`config.mk`:
```
export PLATFORM = sky130hd
export DESIGN_NAME = bias_add_act
export DESIGN_NICKNAME = d
export VERILOG_FILES = /design/src/rtl/npu_pkg.sv /design/src/rtl/npu_quant.sv /design/src/rtl/bias_add_act.sv
export SDC_FILE = /design/constraint.sdc
export NUM_CORES = 1
export LEC_CHECK = 0
export CAP_MARGIN = 10
export CORE_ASPECT_RATIO = 1.25
export CORE_MARGIN = 2
export CORE_UTILIZATION = 40
export DETAILED_ROUTE_END_ITERATION = 12
export GPL_TIMING_DRIVEN = 0
export PLACE_DENSITY_LB_ADDON = 0.2
export SLEW_MARGIN = 5
export SYNTH_ARGS = -nofsm -noshare
export SYNTH_HDL_FRONTEND = slang
export SYNTH_SLANG_ARGS = --single-unit
```
`constraint.sdc`:
```
create_clock -name i_clk -period 7.49 [get_ports i_clk]
set_input_delay 0.749 -clock i_clk [delete_from_list [all_inputs] [get_ports i_clk]]
set_output_delay 0.749 -clock i_clk [all_outputs]
set_load 0.02 [all_outputs]
```
`src/rtl/npu_pkg.sv`:
```
// Shared NPU datapath defaults and saturating/rounding arithmetic helpers.
// Helpers work in a 64-bit signed domain so one copy serves every width up to 62 bits.
package npu_pkg;

   localparam int NPU_DAT_W  = 24;
   localparam int NPU_BIAS_W = 16;
   localparam int NPU_ACC_W  = 32;
   localparam int NPU_OUT_W  = 8;
   localparam int CALC_W     = 64;

   typedef logic signed [CALC_W-1:0] calc_t;

   function automatic calc_t sat_w(input calc_t v, input int w);
      calc_t hi;
      calc_t lo;
      hi = (calc_t'(1) <<< (w - 1)) - calc_t'(1);
      lo = -(calc_t'(1) <<< (w - 1));
      if (v > hi)      return hi;
      else if (v < lo) return lo;
      else             return v;
   endfunction

   function automatic calc_t sat_acc(input calc_t v, input int w = NPU_ACC_W);
      return sat_w(v, w);
   endfunction

   function automatic calc_t sat_out(input calc_t v, input int w = NPU_OUT_W);
      return sat_w(v, w);
   endfunction

   // Round-half-up arithmetic right shift; the rounding add saturates at width w.
   function automatic calc_t rnd_shift(input calc_t v, input logic [4:0] sh, input int w);
      calc_t t;
      t = v;
      if (sh != 5'd0) t = sat_w(v + (calc_t'(1) <<< (sh - 5'd1)), w);
      return t >>> sh;
   endfunction

endpackage

```
`src/rtl/npu_quant.sv`:
```
// Quantizer: rounding right-shift, optional ReLU and signed saturation, one register stage.
// Shared with the pooling and eltwise paths.
module npu_quant
   import npu_pkg::*;
#(
   parameter int IN_W  = NPU_ACC_W,
   parameter int OUT_W = NPU_OUT_W
) (
   input  logic                    clk,
   input  logic                    rst_n,
   input  logic                    clr,
   input  logic                    in_vld,
   input  logic signed [IN_W-1:0]  in_dat,
   input  logic [4:0]              shift,
   input  logic                    relu_en,
   output logic                    out_vld,
   output logic signed [OUT_W-1:0] out_dat
);

   calc_t r;

   always_comb begin
      r = rnd_shift(calc_t'(in_dat), shift, IN_W);
      if (relu_en && r < 0) r = '0;
      r = sat_out(r, OUT_W);
   end

   always_ff @(posedge clk or negedge rst_n) begin
      if (!rst_n) begin
         out_vld <= 1'b0;
         out_dat <= '0;
      end else if (clr) begin
         out_vld <= 1'b0;
      end else begin
         out_vld <= in_vld;
         if (in_vld) out_dat <= OUT_W'(r);
      end
   end

endmodule

```
`src/rtl/bias_add_act.sv`:
```
// Partial-sum accumulation, bias add aligned to bias RAM latency, then quantization.
// One quantized result per output element; no backpressure.
module bias_add_act
   import npu_pkg::*;
#(
   parameter int DAT_W       = NPU_DAT_W,
   parameter int BIAS_W      = NPU_BIAS_W,
   parameter int ACC_W       = NPU_ACC_W,
   parameter int OUT_W       = NPU_OUT_W,
   parameter int BIAS_RD_LAT = 1
) (
   input  logic                     i_clk,
   input  logic                     i_rst_n,
   input  logic                     i_calc_en,
   input  logic [4:0]               i_part_num,
   input  logic [7:0]               i_output_layers,
   input  logic [4:0]               i_shift,
   input  logic                     i_relu_en,
   input  logic                     i_pe_out_en,
   input  logic signed [DAT_W-1:0]  i_pe_dat,
   input  logic                     i_bias_rd_en,
   input  logic signed [BIAS_W-1:0] i_bias_dat,
   output logic                     o_vld,
   output logic signed [OUT_W-1:0]  o_dat,
   output logic                     o_last,
   output logic                     o_err
);

   localparam int L = BIAS_RD_LAT;

   logic [4:0]              part_max, part_cnt;
   logic [7:0]              ch_max, ch_cnt;
   logic signed [ACC_W-1:0] acc, acc_nxt, sum_al, add_s;
   logic [L:0]              vld_pipe;
   logic [L:1]              rd_pipe;
   calc_t                   bias_x;

   assign part_max = (i_part_num == 5'd0) ? 5'd1 : i_part_num;
   assign ch_max   = (i_output_layers == 8'd0) ? 8'd1 : i_output_layers;
   assign bias_x   = rd_pipe[L] ? calc_t'(i_bias_dat) : calc_t'(0);

   always_comb begin
      acc_nxt = ACC_W'(calc_t'(i_pe_dat));
      if (part_cnt != 5'd1) acc_nxt = ACC_W'(sat_acc(calc_t'(acc) + calc_t'(i_pe_dat), ACC_W));
   end

   // vld_pipe[0]: acc holds a final sum; vld_pipe[L-1]: sum meets bias; vld_pipe[L]: add_s valid.
   always_ff @(posedge i_clk or negedge i_rst_n) begin
      if (!i_rst_n) begin
         acc      <= '0;
         part_cnt <= 5'd1;
         vld_pipe <= '0;
         rd_pipe  <= '0;
         add_s    <= '0;
         o_err    <= 1'b0;
      end else if (i_calc_en) begin
         acc      <= '0;
         part_cnt <= 5'd1;
         vld_pipe <= '0;
         rd_pipe  <= '0;
         o_err    <= 1'b0;
      end else begin
         vld_pipe[0] <= 1'b0;
         if (i_pe_out_en) begin
            acc <= acc_nxt;
            if (part_cnt >= part_max) begin
               part_cnt    <= 5'd1;
               vld_pipe[0] <= 1'b1;
            end else begin
               part_cnt <= part_cnt + 5'd1;
            end
         end
         for (int k = 1; k <= L; k++) vld_pipe[k] <= vld_pipe[k-1];
         rd_pipe[1] <= i_bias_rd_en;
         for (int k = 2; k <= L; k++) rd_pipe[k] <= rd_pipe[k-1];
         if (vld_pipe[L-1]) begin
            add_s <= ACC_W'(sat_acc(calc_t'(sum_al) + bias_x, ACC_W));
            if (!rd_pipe[L]) o_err <= 1'b1;
         end
      end
   end

   // The final sum sits in acc for one cycle; longer bias latency needs extra sum stages.
   generate
      if (L == 1) begin : g_nodly
         assign sum_al = acc;
      end else begin : g_dly
         logic signed [ACC_W-1:0] dly [L-1];
         always_ff @(posedge i_clk or negedge i_rst_n) begin
            if (!i_rst_n) begin
               for (int k = 0; k < L - 1; k++) dly[k] <= '0;
            end else begin
               dly[0] <= acc;
               for (int k = 1; k < L - 1; k++) dly[k] <= dly[k-1];
            end
         end
         assign sum_al = dly[L-2];
      end
   endgenerate

   npu_quant #(
      .IN_W  (ACC_W),
      .OUT_W (OUT_W)
   ) u_quant (
      .clk     (i_clk),
      .rst_n   (i_rst_n),
      .clr     (i_calc_en),
      .in_vld  (vld_pipe[L]),
      .in_dat  (add_s),
      .shift   (i_shift),
      .relu_en (i_relu_en),
      .out_vld (o_vld),
      .out_dat (o_dat)
   );

   always_ff @(posedge i_clk or negedge i_rst_n) begin
      if (!i_rst_n) begin
         ch_cnt <= 8'd1;
         o_last <= 1'b0;
      end else if (i_calc_en) begin
         ch_cnt <= 8'd1;
         o_last <= 1'b0;
      end else begin
         o_last <= 1'b0;
         if (vld_pipe[L]) begin
            o_last <= (ch_cnt >= ch_max);
            ch_cnt <= (ch_cnt >= ch_max) ? 8'd1 : ch_cnt + 8'd1;
         end
      end
   end

endmodule

```
Yosys cells after proc, flatten, opt, wreduce, memory -nomap -nowiden
Cells that the tools add are included.

Bits of input ports: 64. Output and inout bits: 11. Flip-flop bits (word level): 91. Word-level logic and storage cells: 74.

Muxes and demuxes: 32. Shift-type cells: 2. Reductions and logical operators: 10. Equality and inequality tests: 2. Bitwise operators: 1. Magnitude comparators: 11. Add/subtract/negate cells: 6.

Operator list (count): two-way mux 64 bit (5); two-way mux 32 bit (7); adder 32 x 64 -> 64 bit (2); > comparator 64 x 32 -> 1 bit, second input constant (2); < comparator 64 x 32 -> 1 bit, second input constant (2); > comparator 64 x 8 -> 1 bit, second input constant (1); < comparator 64 x 1 -> 1 bit, second input constant (1); < comparator 64 x 8 -> 1 bit, second input constant (1); <<< shifter 2 x 5 -> 64 bit, first input constant (1); >>> shifter 64 x 5 -> 64 bit (1); two-way mux 8 bit (6); adder 32 x 24 -> 33 bit (1); > comparator 33 x 32 -> 1 bit, second input constant (1); < comparator 33 x 32 -> 1 bit, second input constant (1); two-way mux 5 bit (4); two-way mux 1 bit (9); adder 8 x 1 -> 8 bit, second input constant (1); greater-or-equal comparator 8 bit (1); logical NOT 8 bit (1); AND reduction 2 bit (3); nonzero test 2 bit (3); adder 5 x 1 -> 5 bit, second input constant (1); greater-or-equal comparator 5 bit (1); logical NOT 5 bit (1); other kinds (7) (7).

Longest topological paths before layout
Gate-level depths: netlist (run 1).

Depth in word-level cells: 14. Mapped depth: 35. Depth with buffers taken out: 30.

Hierarchy
Synthesis (run 1) repeated with hierarchy kept, for this count alone.

Cell total of the unflattened synthesis: 2048. Area total of the unflattened synthesis: 14976.9 µm².

By module, submodules not included: npu_quant (sequential area each 225.2 µm², cells an instance 1168, area an instance 7504.7 µm², times used 1); bias_add_act (sequential area each 2054.5 µm², cells an instance 880, area an instance 7472.2 µm², times used 1).

Worst setup path before layout (run 1)
OpenSTA, ideal clock, no wires.

Path type: input to register. Start point: input port i_shift[3]. End point: register u_quant.out_dat[0]. Stages on the path: 34. Arrival: 8298 ps. Path slack: -959 ps. Required time: 7339 ps. Cell sequence: clkbuf_1 > buf_1 > buf_1 > clkbuf_1 > buf_1 > clkbuf_1 > nand3_1 > nor3_1 > ha_1 > clkbuf_1 > a21oi_1 > o21ai_1 > a221oi_1 > nand2b_1 > o31ai_4 > xnor2_1 > inv_2 > buf_4 > ha_1 > inv_1 > nand2_1 > nor2_1 > mux2_2 > a211oi_1 > o21ai_0 > a21oi_1 > nor3_1 > o31ai_1 > a2111oi_0 > nor3_1 > nand4b_1 > or4_1 > nor4b_2 > o32ai_1.

Longest elaborated chain between the ends: 14. Elaborated cells between the ends (all ways): 17. Classes of those cells: add/sub: 2; order compare: 5; shift: 2; mux: 6; reduce/logical: 2.

Ends and longest elaborated chain: start, declared (line bias_add_act.sv:17) `input logic [4:0] i_shift,`; subtractor 5 x 1 -> 5 bit (line npu_pkg.sv:35) `if (sh != 5'd0) t = sat_w(v + (calc_t'(1) <<< (sh - 5'd1)), w);`; <<< shifter 2 x 5 -> 64 bit (line npu_pkg.sv:35); adder 32 x 64 -> 64 bit (line npu_pkg.sv:35); < comparator 64 x 32 -> 1 bit (line npu_pkg.sv:19) `else if (v < lo) return lo;`; two-way mux 64 bit (line npu_pkg.sv:19); two-way mux 64 bit (line npu_pkg.sv:18) `if (v > hi) return hi;`; two-way mux 64 bit (line npu_pkg.sv:35); >>> shifter 64 x 5 -> 64 bit * (line npu_pkg.sv:36) `return t >>> sh;`; < comparator 64 x 1 -> 1 bit (line npu_quant.sv:24) `if (relu_en && r < 0) r = '0;`; logical AND 1 bit (line npu_quant.sv:24); two-way mux 64 bit * (line npu_quant.sv:24); < comparator 64 x 8 -> 1 bit (line npu_pkg.sv:19); two-way mux 8 bit (line npu_pkg.sv:19); two-way mux 8 bit * (line npu_pkg.sv:18); end signal, assigned (line npu_quant.sv:36) `if (in_vld) out_dat <= OUT_W'(r);`; end, declared (line npu_quant.sv:17) `output logic signed [OUT_W-1:0] out_dat`.

Mark *: on every way between the ends. The rest lies on a longest branch, timed or not. A chain may end at the register's enable or synchronous reset.

Final worst setup path (run 1)
Start point: input port i_shift[3]. End point: register u_quant.out_dat[4].

The elaborated chain is that of the path after synthesis.

==> results_dict.tcl, run 1 <==
set metrics [dict create \
    die_w_um 175 \
    busiest_layer "met2" \
    vias 17500 \
    io_pins 75 \
    hold-worst-slack_ns 0.389 \
    drive_above_1_share_pct 15.1 \
    maxCapViolCount 0 \
    finalHoldViolCount 0 \
    synth_edf_count 0 \
    numCtsBuffers 9 \
    clockBufferDepth 2 \
    setup_viol 0 \
    drcViolationCount 0 \
    antenna_cells 0 \
    yosys.area.top_type_share_pct 15.3 \
    ys.flop_type "dfrtp_1" \
    synth_most_common_cell "nor2_1" \
    fill_cells 3639 \
    grt_pass1_vias 17500 \
    die_area_mm2 0.0380 \
    cts_tree "yes" \
    finalSetupTns_ns 0 \
    postCtsHoldBufs 0 \
    finClkSkew_ns 0.00785 \
    root_buffer "clkbuf_16" \
    cp.arrival_ns 7.59 \
    power.density_mw_per_mm2 254 \
    hpwlAfterDp_um 58000 \
    slew_headroom_pct 25.5 \
    grt_max_degree 48 \
    routed_wl_um 73900 \
    critPathMaxFanout 10 \
    max_freq_mhz 137 \
    use_met1_pct 40.6 \
    initial_utilization_pct 40.4 \
    synth_nets 2227 \
    postSynth.asyncResetShare_pct 100 \
    area_growth_pct 23.6 \
    drtIter0Drc 1653 \
    start_kind "input port" \
    period_needed_ns 7.32 \
    met3_usage_pct 6.92 \
    status "finished clean" \
    first_pass_iters 6 \
    grt_overflow_total 0 \
    grt_use_met2_pct 67.2 \
    cts.sinks 91 \
    setup_ws_ns 0.173 \
    via_per_inst 6.58 \
    track_usage_pct 38.6 \
    die_y_um 218 \
    synth-seq-cells 91 \
    hold_path.class "input port to asynchronous set/reset pin" \
    synth_area_per_cell_um2 7.14 \
    finalNetCount 2357 \
    antenna_found_initial 2 \
    worst_pin_slew_ns 1.12 \
    cpPeakStageDelay_ns 0.56 \
    rows 78 \
    synth_common_cells "nor2_1, nand2_1, a21oi_1" \
    synth_area_leaders "dfrtp_1, ha_1, a21oi_1, nor2_1, nand2_1" \
    dp_slack_ns -4.49 \
    syn_inst 2045 \
    core-area_mm2 0.0361 \
    place_congestion 1.04 \
    htree_num_levels 3 \
    worstPathRequired_ns 7.77 \
    power.leakage_nw 7.75 \
    end_kind "flip-flop" \
    antenna_left 0 \
    fin_crit_sh_pct 97.7 \
    wl_per_cell_um 27.8 \
    port_buffers 73 \
    crit_type "input port to flip-flop" \
    drv_slew 0 \
    synth_warnings 0 \
    yosysSeqAreaShare_pct 15.6 \
    insertion_delay_ns 0.37 \
    ir_drop_mv 0.118 \
    synth_cell_types 102 \
    critPathSlowestCell "or4b_4" \
    synth_area_mm2 0.0146 \
    grt_pass1_wl_um 110000 \
    netlist.top_cell.by_area "dfrtp_1" \
    clkTransAtPathRegs_ns 0.07 \
]
-- flip-flops by register name, indices dropped and copies added, names as in the netlist --
signal           cells
acc                 32
add_s               32
ch_cnt               8
o_err                1
o_last               1
part_cnt             5
rd_pipe              1
u_quant.out_dat      8
u_quant.out_vld      1
vld_pipe             2
-- stage by stage --
step | cells | util (%) | total power, mW | instance area, µm²
floorplan | 2045 | - | 2.57 | 14700
detailed placement | 2601 | 44.5 | 3.59 | 16100
CTS | 2655 | 48.8 | 4.32 | 17600
global placement | 2598 | 44.4 | 3.57 | 16000
global route | 2660 | 49.9 | 4.80 | 18000
finish | 2660 | 49.9 | 4.58 | 18000
-- critical path: cells and delay by family --
kind / cells / cell delay, ns
AND/OR/NAND/NOR: 7 / 2.08
adder cells (fa/ha/maj): 2 / 0.64
AO/OA/AOI/OAI: 13 / 2.92
buffers and inverters: 6 / 1.16
-- cell families (layout without fill, tap and decap cells) --
kind of cell / count (synthesis) / in the layout / share of synthesized area (%)
compound gates: 776 / 776 / 36.1
simple gates: 751 / 751 / 24.3
buf+inv: 190 / 325 / 5.21
fa+ha+maj: 126 / 126 / 10.9
flops: 91 / 91 / 15.6
xor+xnor: 75 / 75 / 4.50
mux: 36 / 36 / 3.40
-- where the power goes --
part,internal (mW),total [mW],switching (mW)
registers,0.589,0.725,0.136
logic,1.21,3.36,2.15
clock network,0.292,0.496,0.204
total,2.09,4.58,2.49
-- final timing paths --
kind | slack [ns] | startpoint | cells past startpoint | endpoint
max | 0.17 | i_shift[3] | 28 | u_quant.out_dat[4]
min | 0.39 | i_rst_n | 1 | acc[29]
min reg2reg | 0.52 | o_err | 2 | o_err
min in group i_clk | 0.52 | o_err | 2 | o_err
max in group asynchronous | 6.46 | i_rst_n | 2 | ch_cnt[4]
max reg2reg | 0.86 | rd_pipe | 22 | add_s[28]
-- final cells by class --
| cell class | instances | area, µm² | area share (%) |
|---|---|---|---|
| clock buffer | 10 | 229 | 1.27 |
| multi-input combinational | 1764 | 12400 | 68.6 |
| timing repair buffer | 124 | 1120 | 6.23 |
| sequential | 91 | 2280 | 12.6 |
| tap | 480 | 601 | 3.33 |
| inverter | 66 | 265 | 1.47 |
| buffer | 119 | 1070 | 5.95 |
| clock inverter | 6 | 90.1 | 0.500 |
-- routing by layer --
| layer | wire, µm | part of all wire (%) | vias up |
|---|---|---|---|
| li1 | - | - | 7951 |
| met1 | 25800 | 35 | 8320 |
| met2 | 35500 | 48 | 883 |
| met3 | 5170 | 7.0 | 337 |
| met4 | 7450 | 10 | 4 |
| met5 | 33 | 0.045 | - |
-- cells in the final DEF, fill, tap and decap left out, types with 60 or more instances in the layout --
master           synthesis  routed
ha_1                   114     111
dfrtp_1                 89      89
clkdlybuf4s50_1          0      68
inv_1                   63      60
a21oi_1                202     181
o21ai_0                155     150
nand2_1                213     200
buf_4                    5      62
nor2_1                 250     239
-- timing repair --
action                     in CTS  in global routing
pin swaps                      33                 33
setup endpoints to repair       8                 16
resized for setup             253                101
buffers inserted               40                  8
Note: power is estimated with default switching activity, not from simulation.
==> inputs of run 2 (changes only) <==
SYNTH_HIERARCHICAL = 1   (was unset)
==> results_dict.tcl, run 2 <==
set metrics [dict create \
    via_per_inst 6.73 \
    rsz0062_at_grt "true" \
    synth_warnings 6 \
    root_buffer "clkbuf_16" \
    finalNetCount 2340 \
    antenna_left 0 \
    grt_pass1_wl_um 106000 \
    die_area_mm2 0.0390 \
    worstPathRequired_ns 7.76 \
    worst_pin_slew_ns 1.05 \
    vias 17900 \
    area_growth_pct 20.1 \
    drv_slew 0 \
    synth_most_common_cell "nand2_1" \
    numCtsBuffers 9 \
    postSynth.asyncResetShare_pct 100 \
    clockBufferDepth 2 \
    clkTransAtPathRegs_ns 0.07 \
    slew_headroom_pct 30.3 \
    ir_drop_mv 0.118 \
    htree_num_levels 3 \
    drtIter0Drc 1923 \
    netlist.top_cell.by_area "dfrtp_1" \
    ys.flop_type "dfrtp_1" \
    synth_area_mm2 0.0150 \
    track_usage_pct 35.7 \
    period_needed_ns 7.48 \
    initial_utilization_pct 40.4 \
    synth_edf_count 0 \
    synth_common_cells "nand2_1, a21oi_1, nor2_1" \
    drcViolationCount 0 \
    most-common-layout-cells "nand2_1, nor2_1, a21oi_1" \
    fin_crit_sh_pct 99.8 \
    yosysSeqAreaShare_pct 15.2 \
    place_congestion 1.02 \
    cts_tree "yes" \
    syn_inst 2048 \
    fill_cells 3782 \
    grt_overflow_total 0 \
    synth_nets 2213 \
    first_pass_iters 7 \
    max_freq_mhz 134 \
    critPathMaxFanout 10 \
    core-area_mm2 0.0371 \
    drive_above_1_share_pct 16.3 \
    maxCapViolCount 0 \
    cpPeakStageDelay_ns 0.41 \
    hpwlAfterDp_um 55900 \
    setup_viol 0 \
    finalSetupTns_ns 0 \
    critPathSlowestCell "a221o_1" \
    status "finished clean" \
    port_buffers 71 \
    power.leakage_nw 7.31 \
    routed_wl_um 70700 \
    power.density_mw_per_mm2 247 \
    start_kind "input port" \
    layout.cells.most_common "nand2_1" \
    grt_pass1_vias 17400 \
    die_w_um 177 \
    wl_per_cell_um 26.5 \
    final_core_util_pct 48.5 \
    finalPower_mw 4.44 \
    antenna_found_initial 0 \
    cts.sinks 91 \
    synth_area_per_cell_um2 7.31 \
    end_kind "flip-flop" \
    synth_area_leaders "dfrtp_1, ha_1, a21oi_1, o21ai_0, nand2_1" \
    rows 79 \
    cp.arrival_ns 7.74 \
    hold_path.class "input port to asynchronous set/reset pin" \
    die_y_um 220 \
    synth_cell_types 123 \
    grt_max_degree 51 \
    finalHoldViolCount 0 \
    cpMostUsedCell "buf_8" \
    io_pins 75 \
    crit_type "input port to flip-flop" \
    reg_top3 "acc: 32 flops, add_s: 32 flops" \
    insertion_delay_ns 0.36 \
    antenna_cells 0 \
    yosys.area.top_type_share_pct 14.9 \
    finClkSkew_ns 0.0112 \
    synth-seq-cells 91 \
]
## run 2: changes by cell type after synthesis, sizes merged, moves of 16 or more
cell and change:
a31oi +18, o21ai +41, inv -18, buf +23, ha -16, nand4 +20, nor2 -70
## run 2: worst paths after layout
check	startpoint	end	slack (ns)	depth (start not counted)
setup / recovery	i_shift[2]	u_quant/out_dat[6]	0.01	31
hold / removal	i_rst_n	part_cnt[1]	0.38	1
setup reg to reg	add_s[22]	u_quant/out_dat[6]	1.29	24
hold reg to reg	o_err	o_err	0.51	2
max in group asynchronous	i_rst_n	add_s[7]	6.45	2
min in group i_clk	o_err	o_err	0.51	2
## run 2: report_power, final
group / switching, mW / total, mW / internal [mW]
Clock: 0.194 / 0.455 / 0.260
Combinational: 2.02 / 3.20 / 1.18
Sequential: 0.186 / 0.787 / 0.602
Total: 2.40 / 4.44 / 2.04
## run 2: critical path, delay by kind of cell
| family | cells | cell delay, ns |
|---|---|---|
| fa+ha+maj | 2 | 0.60 |
| simple gates | 8 | 1.51 |
| buf+inv | 11 | 1.90 |
| compound gates | 9 | 2.77 |
| xor+xnor | 1 | 0.17 |
## run 2: repair_timing
action	CTS	global route
resized for setup	182	98
hold buffers	0	0
buffers inserted	24	20
hold endpoints to repair	0	0
endpoints found under the setup margin	8	7
pin swaps	28	34
## run 2: cell families (layout without fill, tap and decap cells)
kind of cell / count (synthesis) / after routing / share of synthesized area (%)
fa+ha+maj: 101 / 101 / 8.59
compound gates: 845 / 845 / 39.5
buf+inv: 196 / 328 / 6.00
simple gates: 702 / 702 / 23.2
flops: 91 / 91 / 15.2
mux: 28 / 28 / 2.42
xor+xnor: 85 / 85 / 5.10
## run 2: layout make-up
class	instances	area [µm²]	share of cell area [%]
clock buffer	11	233	1.29
buffer	148	1030	5.73
timing repair buffer	116	1060	5.91
multi-input combinational	1761	12500	69.6
tap	486	608	3.38
clock inverter	5	62.6	0.348
inverter	48	185	1.03
sequential	91	2280	12.7
## run 2: metrics by stage
step | cell area [µm²] | cells | worst slack (ns) | hold slack [ns]
after floorplan | 15000 | 2048 | 0.00961 | 0.453
after global placement | 16300 | 2605 | -3.57 | 0.485
after detailed placement | 16300 | 2606 | -3.53 | 0.507
after CTS | 17500 | 2646 | 0.00600 | 0.398
after global routing | 18000 | 2666 | -0.170 | 0.427
final | 18000 | 2666 | 0.0141 | 0.385
## run 2: layer usage
layer / part of all wire, % / GRT usage (%) / vias up
met1: 37 / 40.3 / 8563
met3: 7.0 / 5.05 / 304
met2: 48 / 61.9 / 949
met4: 7.8 / 24.8 / 0
li1: - / - / 8126
met5: 0 / 0 / -
==> inputs of run 3 (changes only) <==
GPL_TIMING_DRIVEN = unset   (was 0)
SKIP_CTS_REPAIR_TIMING = 1   (was unset)
==> results_dict.tcl, run 3 (synthesis gave the netlist of run 2 again) <==
set metrics [dict create \
    end_kind "flip-flop" \
    power.leakage_nw 6.84 \
    setup_ws_ns 0.192 \
    crit_type "input port to flip-flop" \
    drcViolationCount 0 \
    routed_wl_um 61700 \
    drv_slew 0 \
    finalNetCount 2245 \
    hold_path.class "input port to asynchronous set/reset pin" \
    most-common-layout-cells "nand2_1, a21oi_1, nor2_1" \
    die_y_um 220 \
    root_buffer "clkbuf_16" \
    cts_tree "yes" \
    fin_crit_sh_pct 97.4 \
    drive_above_1_share_pct 10.4 \
    register_area_mm2 0.00228 \
    worstPathRequired_ns 7.71 \
    grt_pass1_vias 16600 \
    power.density_mw_per_mm2 244 \
    grt_overflow_total 0 \
    hold-worst-slack_ns 0.332 \
    antenna_found_initial 0 \
    antenna_cells 0 \
    multiInputGateArea_mm2 0.0118 \
    cp.arrival_ns 7.52 \
    timing.critical_path.from "i_shift[1]" \
    rows 79 \
    port_buffers 74 \
    wl_per_cell_um 24.0 \
    status "finished clean" \
    grt_pass1_wl_um 95900 \
    period_needed_ns 7.30 \
    die_area_mm2 0.0390 \
    dp_cells 2554 \
    finalPower_mw 4.06 \
    die_w_um 177 \
    reg_top3 "acc: 32 flops, add_s: 32 flops" \
    track_usage_pct 31.5 \
    grt_max_degree 57 \
    finalHoldViolCount 0 \
    first_pass_iters 6 \
    io_pins 75 \
    core-area_mm2 0.0371 \
    clockBufferDepth 2 \
    reg2regPathDepth 21 \
    htree_num_levels 3 \
    instances_no_fill 2571 \
    maxCapViolCount 0 \
    ir_drop_mv 0.146 \
    layout.cells.most_common "nand2_1" \
    via_per_inst 6.65 \
    area_growth_pct 10.9 \
    dp_slack_ns -0.0763 \
    slew_headroom_pct 18.3 \
    vias 17100 \
    start_kind "input port" \
    fill_cells 3855 \
    setup_viol 0 \
    rsz0062_at_grt "false" \
    r2r-start "add_s[14]" \
    antenna_left 0 \
    finClkSkew_ns 0.0140 \
    numCtsBuffers 9 \
    insertion_delay_ns 0.37 \
    critPathMaxFanout 31 \
    initial_utilization_pct 40.4 \
    hpwlAfterDp_um 49500 \
    cts.sinks 91 \
    worst_pin_slew_ns 1.21 \
    final_core_util_pct 44.8 \
    drtIter0Drc 1600 \
    clkTransAtPathRegs_ns 0.07 \
    place_congestion 1.02 \
    max_freq_mhz 137 \
]
==> run 3: worst max-delay path: stages <==
cell      delay, ns
buf_2          0.34
buf_4          0.25
nand2_1        0.19
nor3_1         0.40
ha_1           0.35
buf_4          0.18
a21oi_1        0.33
o21ai_0        0.32
and2_1         0.26
o21ai_1        0.16
o2111a_1       0.27
nand3_1        0.10
ha_1           0.31
buf_4          0.33
nor2b_1        0.09
mux2i_1        0.46
mux2i_1        0.20
o32ai_1        0.45
o221ai_1       0.34
a21o_1         0.27
a21oi_1        0.24
and4b_1        0.23
nand4_1        0.13
a211oi_4       0.42
o22ai_1        0.13
==> run 3: path summary, 6_finish.rpt <==
check	slack, ns	endpoint
worst min-delay path	0.33	part_cnt[1]
min in group i_clk	0.51	o_err
max in group asynchronous	6.05	add_s[0]
worst min register to register	0.51	o_err
worst max register to register	1.23	u_quant/out_dat[1]
worst max-delay path	0.19	u_quant/out_dat[1]
==> run 3: cell type report <==
class                   count  area share [%]
clock inverters             5           0.369
flip-flops and latches     91            13.7
clock buffers              11            1.40
inverters                  48            1.08
multi-input cells        1761            71.1
repair buffers            169            8.68
well taps                 486            3.66
==> run 3: routing by layer <==
| layer | wire length, µm | up-vias | track usage, % |
|---|---|---|---|
| met5 | 0 | - | 0 |
| met4 | 3960 | 0 | 18.0 |
| met3 | 3340 | 240 | 3.87 |
| met2 | 30400 | 779 | 55.9 |
| met1 | 24000 | 8154 | 36.5 |
| li1 | - | 7922 | - |
==> run 3: power breakdown <==
part / switching [mW] / leakage [nW] / total (mW) / internal [mW]
sequential: 0.207 / 1.17 / 0.807 / 0.601
clock: 0.205 / 0.132 / 0.465 / 0.260
combinational: 1.75 / 5.54 / 2.79 / 1.04
total: 2.16 / 6.84 / 4.06 / 1.90
==> run 3: stage by stage <==
| stage | TNS, ns | area, µm² |
|---|---|---|
| 3_5_place_dp | -0.446 | 16300 |
| 3_3_place_gp | -0.484 | 16300 |
| 5_1_grt | 0 | 16600 |
| 2_1_floorplan | 0 | 15000 |
| 4_1_cts | 0 | 16600 |
| 6_report | 0 | 16600 |
